File: src/rtl/ultrasonic_ranger_mc.sv
// ultrasonic_ranger_mc
// Multi-channel HC-SR04-style ultrasonic ranger. Sensors are served
// round-robin: trigger pulse, echo width measured in microseconds, width
// converted to centimetres (58 us per cm), one result published per
// measurement with a timeout flag and a per-channel proximity flag.
//
// Ports:
//   clk      system clock
//   rst      synchronous reset, active low
//   enable   run measurement cycles (sampled only while idle)
//   echo     asynchronous echo lines, one per sensor
//   trig     trigger lines, at most one high at a time
//   dist_cm  last result distance (all ones on timeout), held
//   ch_idx   channel of the last result
//   valid    one-clock pulse when dist_cm/ch_idx/timeout update
//   timeout  last result was a timeout, held with dist_cm
//   near     per channel: last result closer than NEAR_CM and not a timeout
module ultrasonic_ranger_mc #(
    parameter int unsigned CLK_HZ     = 50000000,
    parameter int unsigned N_CH       = 2,
    parameter int unsigned TRIG_US    = 10,
    parameter int unsigned TIMEOUT_US = 30000,
    parameter int unsigned PERIOD_US  = 60000,
    parameter int unsigned DIST_W     = 9,
    parameter int unsigned NEAR_CM    = 20,
    localparam int unsigned CH_W      = (N_CH > 1) ? $clog2(N_CH) : 1
) (
    input  logic              clk,
    input  logic              rst,
    input  logic              enable,
    input  logic [N_CH-1:0]   echo,
    output logic [N_CH-1:0]   trig,
    output logic [DIST_W-1:0] dist_cm,
    output logic [CH_W-1:0]   ch_idx,
    output logic              valid,
    output logic              timeout,
    output logic [N_CH-1:0]   near
);

    localparam int unsigned DIV   = CLK_HZ / 1000000;
    localparam int unsigned DIV_W = (DIV > 1) ? $clog2(DIV) : 1;
    localparam int unsigned PER_W = $clog2(PERIOD_US + 1);
    localparam int unsigned TO_W  = $clog2(TIMEOUT_US + 1);

    localparam logic [DIV_W-1:0]  DIV_LAST  = DIV_W'(DIV - 1);
    localparam logic [PER_W-1:0]  TRIG_LAST = PER_W'(TRIG_US - 1);
    localparam logic [PER_W-1:0]  PER_LAST  = PER_W'(PERIOD_US - 1);
    localparam logic [TO_W-1:0]   TO_LAST   = TO_W'(TIMEOUT_US - 1);
    localparam logic [DIST_W-1:0] CM_MAX    = '1;
    localparam logic [CH_W-1:0]   CH_LAST   = CH_W'(N_CH - 1);

    typedef enum logic [2:0] {
        S_IDLE,
        S_TRIG,
        S_WAIT_LOW,
        S_WAIT_RISE,
        S_MEAS,
        S_GAP
    } state_t;

    // Microsecond tick divider
    logic [DIV_W-1:0] div_cnt;
    logic             us_tick;

    assign us_tick = (div_cnt == DIV_LAST);

    always_ff @(posedge clk) begin
        if (!rst) begin
            div_cnt <= '0;
        end else if (us_tick) begin
            div_cnt <= '0;
        end else begin
            div_cnt <= div_cnt + DIV_W'(1);
        end
    end

    // Echo synchronizers (all channels, only the selected one is used)
    logic [N_CH-1:0] echo_m;
    logic [N_CH-1:0] echo_s;

    always_ff @(posedge clk) begin
        if (!rst) begin
            echo_m <= '0;
            echo_s <= '0;
        end else begin
            echo_m <= echo;
            echo_s <= echo_m;
        end
    end

    state_t            state;
    logic [CH_W-1:0]   ch;
    logic [PER_W-1:0]  per_tmr;
    logic [TO_W-1:0]   echo_tmr;
    logic [5:0]        sub_cnt;
    logic [DIST_W-1:0] cm;
    logic              echo_sel;

    assign echo_sel = echo_s[ch];

    always_ff @(posedge clk) begin
        if (!rst) begin
            state    <= S_IDLE;
            ch       <= '0;
            per_tmr  <= '0;
            echo_tmr <= '0;
            sub_cnt  <= '0;
            cm       <= '0;
            trig     <= '0;
            dist_cm  <= '0;
            ch_idx   <= '0;
            valid    <= 1'b0;
            timeout  <= 1'b0;
            near     <= '0;
        end else begin
            valid <= 1'b0;
            if (us_tick) begin
                case (state)
                    S_IDLE: begin
                        if (enable) begin
                            state    <= S_TRIG;
                            per_tmr  <= '0;
                            echo_tmr <= '0;
                            trig     <= N_CH'(1) << ch;
                        end
                    end

                    // The period timer doubles as the trigger-width counter.
                    S_TRIG: begin
                        per_tmr <= per_tmr + PER_W'(1);
                        if (per_tmr == TRIG_LAST) begin
                            trig  <= '0;
                            state <= S_WAIT_LOW;
                        end
                    end

                    // Echo timer covers all three echo phases; timeout wins
                    // over any echo event on the same tick.
                    S_WAIT_LOW, S_WAIT_RISE, S_MEAS: begin
                        per_tmr  <= per_tmr + PER_W'(1);
                        echo_tmr <= echo_tmr + TO_W'(1);
                        if (echo_tmr == TO_LAST) begin
                            valid    <= 1'b1;
                            ch_idx   <= ch;
                            dist_cm  <= '1;
                            timeout  <= 1'b1;
                            near[ch] <= 1'b0;
                            state    <= S_GAP;
                        end else if (state == S_WAIT_LOW) begin
                            if (!echo_sel) begin
                                state <= S_WAIT_RISE;
                            end
                        end else if (state == S_WAIT_RISE) begin
                            // The tick that sees the rise is the first counted microsecond.
                            if (echo_sel) begin
                                state   <= S_MEAS;
                                sub_cnt <= 6'd1;
                                cm      <= '0;
                            end
                        end else if (echo_sel) begin
                            if (sub_cnt == 6'd57) begin
                                sub_cnt <= '0;
                                if (cm != CM_MAX) begin
                                    cm <= cm + DIST_W'(1);
                                end
                            end else begin
                                sub_cnt <= sub_cnt + 6'd1;
                            end
                        end else begin
                            valid    <= 1'b1;
                            ch_idx   <= ch;
                            dist_cm  <= cm;
                            timeout  <= 1'b0;
                            near[ch] <= (32'(cm) < NEAR_CM);
                            state    <= S_GAP;
                        end
                    end

                    S_GAP: begin
                        per_tmr <= per_tmr + PER_W'(1);
                        if (per_tmr == PER_LAST) begin
                            ch    <= (ch == CH_LAST) ? '0 : ch + CH_W'(1);
                            state <= S_IDLE;
                        end
                    end

                    default: state <= S_IDLE;
                endcase
            end
        end
    end

endmodule

File: config.mk
export PLATFORM = sky130hd
export DESIGN_NAME = ultrasonic_ranger_mc
export DESIGN_NICKNAME = d
export VERILOG_FILES = /design/src/rtl/ultrasonic_ranger_mc.sv
export SDC_FILE = /design/constraint.sdc
export NUM_CORES = 1
export LEC_CHECK = 0
export CORE_MARGIN = 5
export CORE_UTILIZATION = 50
export CTS_CLUSTER_DIAMETER = 30
export CTS_CLUSTER_SIZE = 30
export DETAILED_ROUTE_END_ITERATION = 7
export PLACE_DENSITY = 0.77
export SLEW_MARGIN = 0
export SYNTH_ARGS = -nofsm -noshare
export SYNTH_HDL_FRONTEND = slang
export SYNTH_SLANG_ARGS = --single-unit
File: constraint.sdc
create_clock -name clk -period 2 [get_ports clk]
set_input_delay 0.4 -clock clk [delete_from_list [all_inputs] [get_ports clk]]
set_output_delay 0.4 -clock clk [all_outputs]
set_load 0.03 [all_outputs]
==> results.cfg, run 1 <==
[hold_path]
worstHoldPathCells = 1
hp-class = flip-flop to flip-flop

[yosys]
synth_flop_cell = dfxtp_1
synthesis.area_sq_mm = 0.00383
ys_seq_elements = 76
synth.distinct_cells = 64
syn-num-nets = 476
synthArstFlopShare = 0
yosysSeqAreaShare = 0.397
synth_edf_count = 0
syn_area_per_cell_sq_um = 8.30
syn_inst = 462
ys_warn_count = 0

[floorplan]
die_h_um = 97.6
die-area_sq_mm = 0.00952
io_pins = 21
core_sq_mm = 0.00761
std_cell_rows = 32
initial_core_util = 0.504
fp.dieW_um = 97.6

[detailed_routing]
post-route-drc-count = 0
vias = 3752
ant_nets = 0
drtIter0Drc = 170
wl_per_cell_um = 15.2
drt_first_pass_iters = 4
avgViaCountPerCell = 5.77
drt_wl_total_mm = 9.91

[sta]
period_share = 1.00
worst_pin_slew_ns = 0.500
hold_violations = 0
max_freq_mhz = 499
slew_headroom = 0.665
drv_slew = 0
setup_ws_ns = -0.00350
finalSetupViolations = 1
rsz0062_at_grt = true
period_needed_ns = 2.00
finClkSkew_ns = 0.0111

[global_routing]
grt_pass1_vias = 3529
grt_util_met3 = 0.0431
antenna_found_initial = 0
met2_usage = 0.325
grt_max_degree = 19
overflow = 0
grt_util_met1 = 0.251
gr-usage-all-layers = 0.199
grt.busiest_layer = met2
grt_pass1_wl_mm = 16.0

[critical_path]
r2r_start = per_tmr[7]$_SDFFE_PN0P_
reg2reg_to = state[2]$_SDFFE_PN0P_
rrSetupSlack_ns = -0.003
critPathLaunch = per_tmr[7]$_SDFFE_PN0P_
worst_setup_path_end_kind = flip-flop
crit_end = state[2]$_SDFFE_PN0P_
ff2ff_path_depth = 5
startpoint_type = flip-flop
worstPathMaxFanout = 4
worst_ep_arrival_time_ns = 2.30
required_ns = 2.29
crit_type = flip-flop to flip-flop

[placement]
hpwlAfterDp_mm = 6.67
dpl_cell_area_sq_mm = 0.00451
dpl_worst_slack_ns = -0.297
portBuffers = 20
gp_congestion = 0.871

[run_status]
violations = negative setup slack
status = finished with violations

[final_layout]
nFillCells = 614
utilization = 0.651
area_growth_syn_to_layout_pct = 29.2
multi_input_area_sq_mm = 0.00230
final_common_cell = dfxtp_1
num_antenna_cells = 0
mostFrequentLayoutCells = 72 x dfxtp_1, 65 x buf_4, 49 x nor2_1
ff_latch_area_sq_mm = 0.00153
design_area_sq_mm = 0.00495
drive_gt1_frac = 0.232
layout.nets = 557

[clocking]
cts_hold_buf = 0
clock-sinks = 76
htreeDepth = 3
clk_pin_slew_worst_paths_ns = 0.08
clkLatencyLatePin_ns = 0.36
cts_buffers = 9
cts_root_buffer = clkbuf_8
clockBufferDepth = 2
cts_tree = built

[pwr]
power_leakage_uw = 0.00171
ir_drop_mv = 0.413
powerDensity_mw_per_mm2 = 580

[run]
drv_cap = 0
-- sequential cells by signal (all words and copies together), names as in the netlist --
register and cells:
ch 1, ch_idx 1, cm 9, dist_cm 9, div_cnt 6, echo_m 2
echo_s 2, echo_tmr 15, near 2, per_tmr 16, state 3, sub_cnt 6
timeout 1, trig 2, valid 1
-- cell families (layout without fill, tap and decap cells) --
family          count (synthesis)  after routing  synth area share
simple gates                  222            222             0.318
mux                             7              7            0.0186
buf+inv                        36            122            0.0415
flops                          76             76             0.397
compound gates                 95             95             0.157
xor+xnor                       17             17            0.0389
fa+ha+maj                       9              9            0.0294
-- routing by layer --
metal	routed length, um	share of wire
met1	4240	0.43
met2	4940	0.50
met3	458	0.046
met4	274	0.028
met5	0	0
-- synthesized netlist by cell type (all sizes together), types with 8 or more instances --
cell type / n / share of area
nand3: 21 / 0.027
inv: 17 / 0.017
nand4: 16 / 0.026
a211oi: 10 / 0.021
and3: 10 / 0.017
a21oi: 33 / 0.043
and2: 9 / 0.015
xnor2: 11 / 0.025
nor3: 17 / 0.024
nor4: 8 / 0.017
nand2: 37 / 0.036
or4: 11 / 0.023
nor2: 51 / 0.051
dfxtp: 76 / 0.40
ha: 9 / 0.029
o21ai: 26 / 0.034
or3: 15 / 0.024
clkbuf: 12 / 0.014
-- critical path, stage by stage (launching register included) --
cell	delay (ns)
dfxtp_1	0.32
or4_4	0.57
nor4_4	0.20
o211ai_2	0.15
or4_1	0.54
a21oi_1	0.16
-- where the power goes --
part	internal, uW	switching, uW
clock	613	587
sequential	1520	5.03
combinational	56.6	87.4
-- metrics by stage --
stage	TNS [ns]	hold slack (ns)	instances	total power, uW
floorplan	0	0.412	462	1640
global placement	-2.32	0.417	625	1690
detailed placement	-3.35	0.427	625	1690
CTS	0	0.447	643	2880
global route	-0.184	0.463	650	2980
finish	-0.00350	0.442	650	2870
-- area by class of cell --
type,instances,share of cell area
sequential,76,0.308
clock buffer,11,0.0286
inverter,18,0.0137
clock inverter,5,0.0124
multi-input combinational,350,0.465
timing repair buffer,88,0.146
tap,102,0.0258
-- worst min-delay path by stage --
stage,startpoint,end,slack (ns)
floorplan,echo_m[0]$_SDFF_PN0_,echo_s[0]$_SDFF_PN0_,0.41
global placement,echo_m[1]$_SDFF_PN0_,echo_s[1]$_SDFF_PN0_,0.42
detailed placement,echo_m[1]$_SDFF_PN0_,echo_s[1]$_SDFF_PN0_,0.43
CTS,echo_m[1]$_SDFF_PN0_,echo_s[1]$_SDFF_PN0_,0.45
global route,echo_m[1]$_SDFF_PN0_,echo_s[1]$_SDFF_PN0_,0.46
finish,echo_m[1]$_SDFF_PN0_,echo_s[1]$_SDFF_PN0_,0.44
-- timing repair --
item	4_1_cts	5_1_grt
cloned	0	0
pin swaps	4	7
gates resized for setup	3	38
setup buffers	2	7
endpoints found under the setup margin	9	40
No activity file was read; power rests on OpenSTA's default activity.
==> run 2, diff against run 1 <==
PLACE_DENSITY = 0.71   (was 0.77)
==> run 2 against run 1 <==
  * The flow still finishes with violations (negative setup slack)
  * Flip-flop and latch count unchanged
  * Clock-buffer cell count unchanged
  * Non-clock buffer count rose by 2
  * Cell count rose by 0.15%
  * Critical endpoint is now state[0]$_SDFFE_PN0P_
  * Die area is the same
==> results.cfg, run 2 (synthesis gave the netlist of run 1 again) <==
[final_layout]
layout.nets = 559
finalNonFillerCells = 651
largest_register = per_tmr
final_common_cell = dfxtp_1
largest_register_ffs = 16
num_antenna_cells = 0
mostFrequentLayoutCells = 71 x dfxtp_1, 63 x buf_4, 49 x nor2_1
area_growth_syn_to_layout_pct = 32.1
drive_gt1_frac = 0.239
largestRegisters = per_tmr: 16 flops, echo_tmr: 15 flops

[sta]
setup_ws_ns = -0.00958
period_share = 1.00
period_needed_ns = 2.01
finClkSkew_ns = 0.00495
hold_violations = 0
worst_pin_slew_ns = 0.634
rsz0062_at_grt = true
slew_headroom = 0.573
max_freq_mhz = 498
drv_slew = 0
finalSetupViolations = 1

[clocking]
cts_root_buffer = clkbuf_8
cts_buffers = 9
clockBufferDepth = 2
htreeDepth = 3
clkLatencyLatePin_ns = 0.35
clock-sinks = 76
clk_pin_slew_worst_paths_ns = 0.08
cts_hold_buf = 0
cts_tree = built

[placement]
portBuffers = 20
placed_cells = 631
hpwlAfterDp_mm = 6.71
gp_congestion = 0.817

[run_status]
status = finished with violations
violations = negative setup slack

[detailed_routing]
ant_nets = 0
drtIter0Drc = 128
post-route-drc-count = 0
avgViaCountPerCell = 5.66
drt_wl_total_mm = 9.75
drt_first_pass_iters = 4
vias = 3687
wl_per_cell_um = 15.0

[floorplan]
fp.dieW_um = 97.6
core_sq_mm = 0.00761
die-area_sq_mm = 0.00952
io_pins = 21
initial_core_util = 0.504
die_h_um = 97.6
std_cell_rows = 32

[pwr]
power_leakage_uw = 0.00178
fin_total_pwr_uw = 3110
ir_drop_mv = 0.313
powerDensity_mw_per_mm2 = 613

[critical_path]
crit_type = flip-flop to flip-flop
worstPathMaxFanout = 3
worst_ep_arrival_time_ns = 2.24
worst_setup_path_end_kind = flip-flop
required_ns = 2.23
startpoint_type = flip-flop

[global_routing]
overflow = 0
grt_max_degree = 17
gr-usage-all-layers = 0.196
grt_pass1_vias = 3515
grt_pass1_wl_mm = 15.8
antenna_found_initial = 0

[run]
drv_cap = 0

[hold_path]
hp-class = flip-flop to flip-flop
## run 2: per-stage QoR
step	cell area, sq um	util	setup slack, ns	setup TNS (ns)	hold WS, ns
finish	5060	0.665	-0.00958	-0.00958	0.442
global route	5060	0.665	-0.115	-0.283	0.466
CTS	4840	0.636	0.00595	0	0.449
detailed placement	4570	0.601	-0.287	-2.93	0.423
global placement	4570	0.601	-0.220	-1.50	0.422
floorplan	3830	-	0.0314	0	0.412
## run 2: power breakdown
group	leakage (uW)	internal, uW	switching (uW)	total (uW)
sequential	0.000616	1520	5.91	1530
clock	0.000116	857	565	1420
combinational	0.00105	67.0	89.0	156
## run 2: what timing repair did
item                                    in CTS  in global routing
resized for setup                            3                 46
buffers inserted                             3                  2
endpoints found under the setup margin      12                 28
pin swaps                                    6                  9
## run 2: critical path, stage by stage (launching register included)
cell and delay, ns:
dfxtp_2 0.32, or4_4 0.56, nor4_4 0.29, o211ai_2 0.13, buf_6 0.14, buf_6 0.12
nor4_4 0.26, nor4_4 0.07
## run 2: routing by layer
layer	wire, um	share of wire	up-vias	track usage
met4	195	0.020	0	0.0724
met1	4310	0.44	1770	0.241
met2	4880	0.50	63	0.342
li1	-	-	1837	-
met3	365	0.037	17	0.0359
met5	0	0	-	0
## run 2: path summary, 6_finish.rpt
check                           depth (start not counted)                startpoint  slack, ns                     to
worst max-delay path                                    7  per_tmr[10]$_SDFFE_PN0P_      -0.01  state[0]$_SDFFE_PN0P_
worst min-delay path                                    1      echo_m[1]$_SDFF_PN0_       0.44   echo_s[1]$_SDFF_PN0_
worst max register to register                          7  per_tmr[10]$_SDFFE_PN0P_      -0.01  state[0]$_SDFFE_PN0P_
worst min register to register                          1      echo_m[1]$_SDFF_PN0_       0.44   echo_s[1]$_SDFF_PN0_
## run 2: cell type report
cell class | instances | area (sq um)
well taps | 102 | 128
repair buffers | 90 | 761
clock inverters | 4 | 97.6
flip-flops and latches | 76 | 1530
inverters | 18 | 67.6
clock buffers | 11 | 141
multi-input cells | 350 | 2340
fillers | 641 | 2540
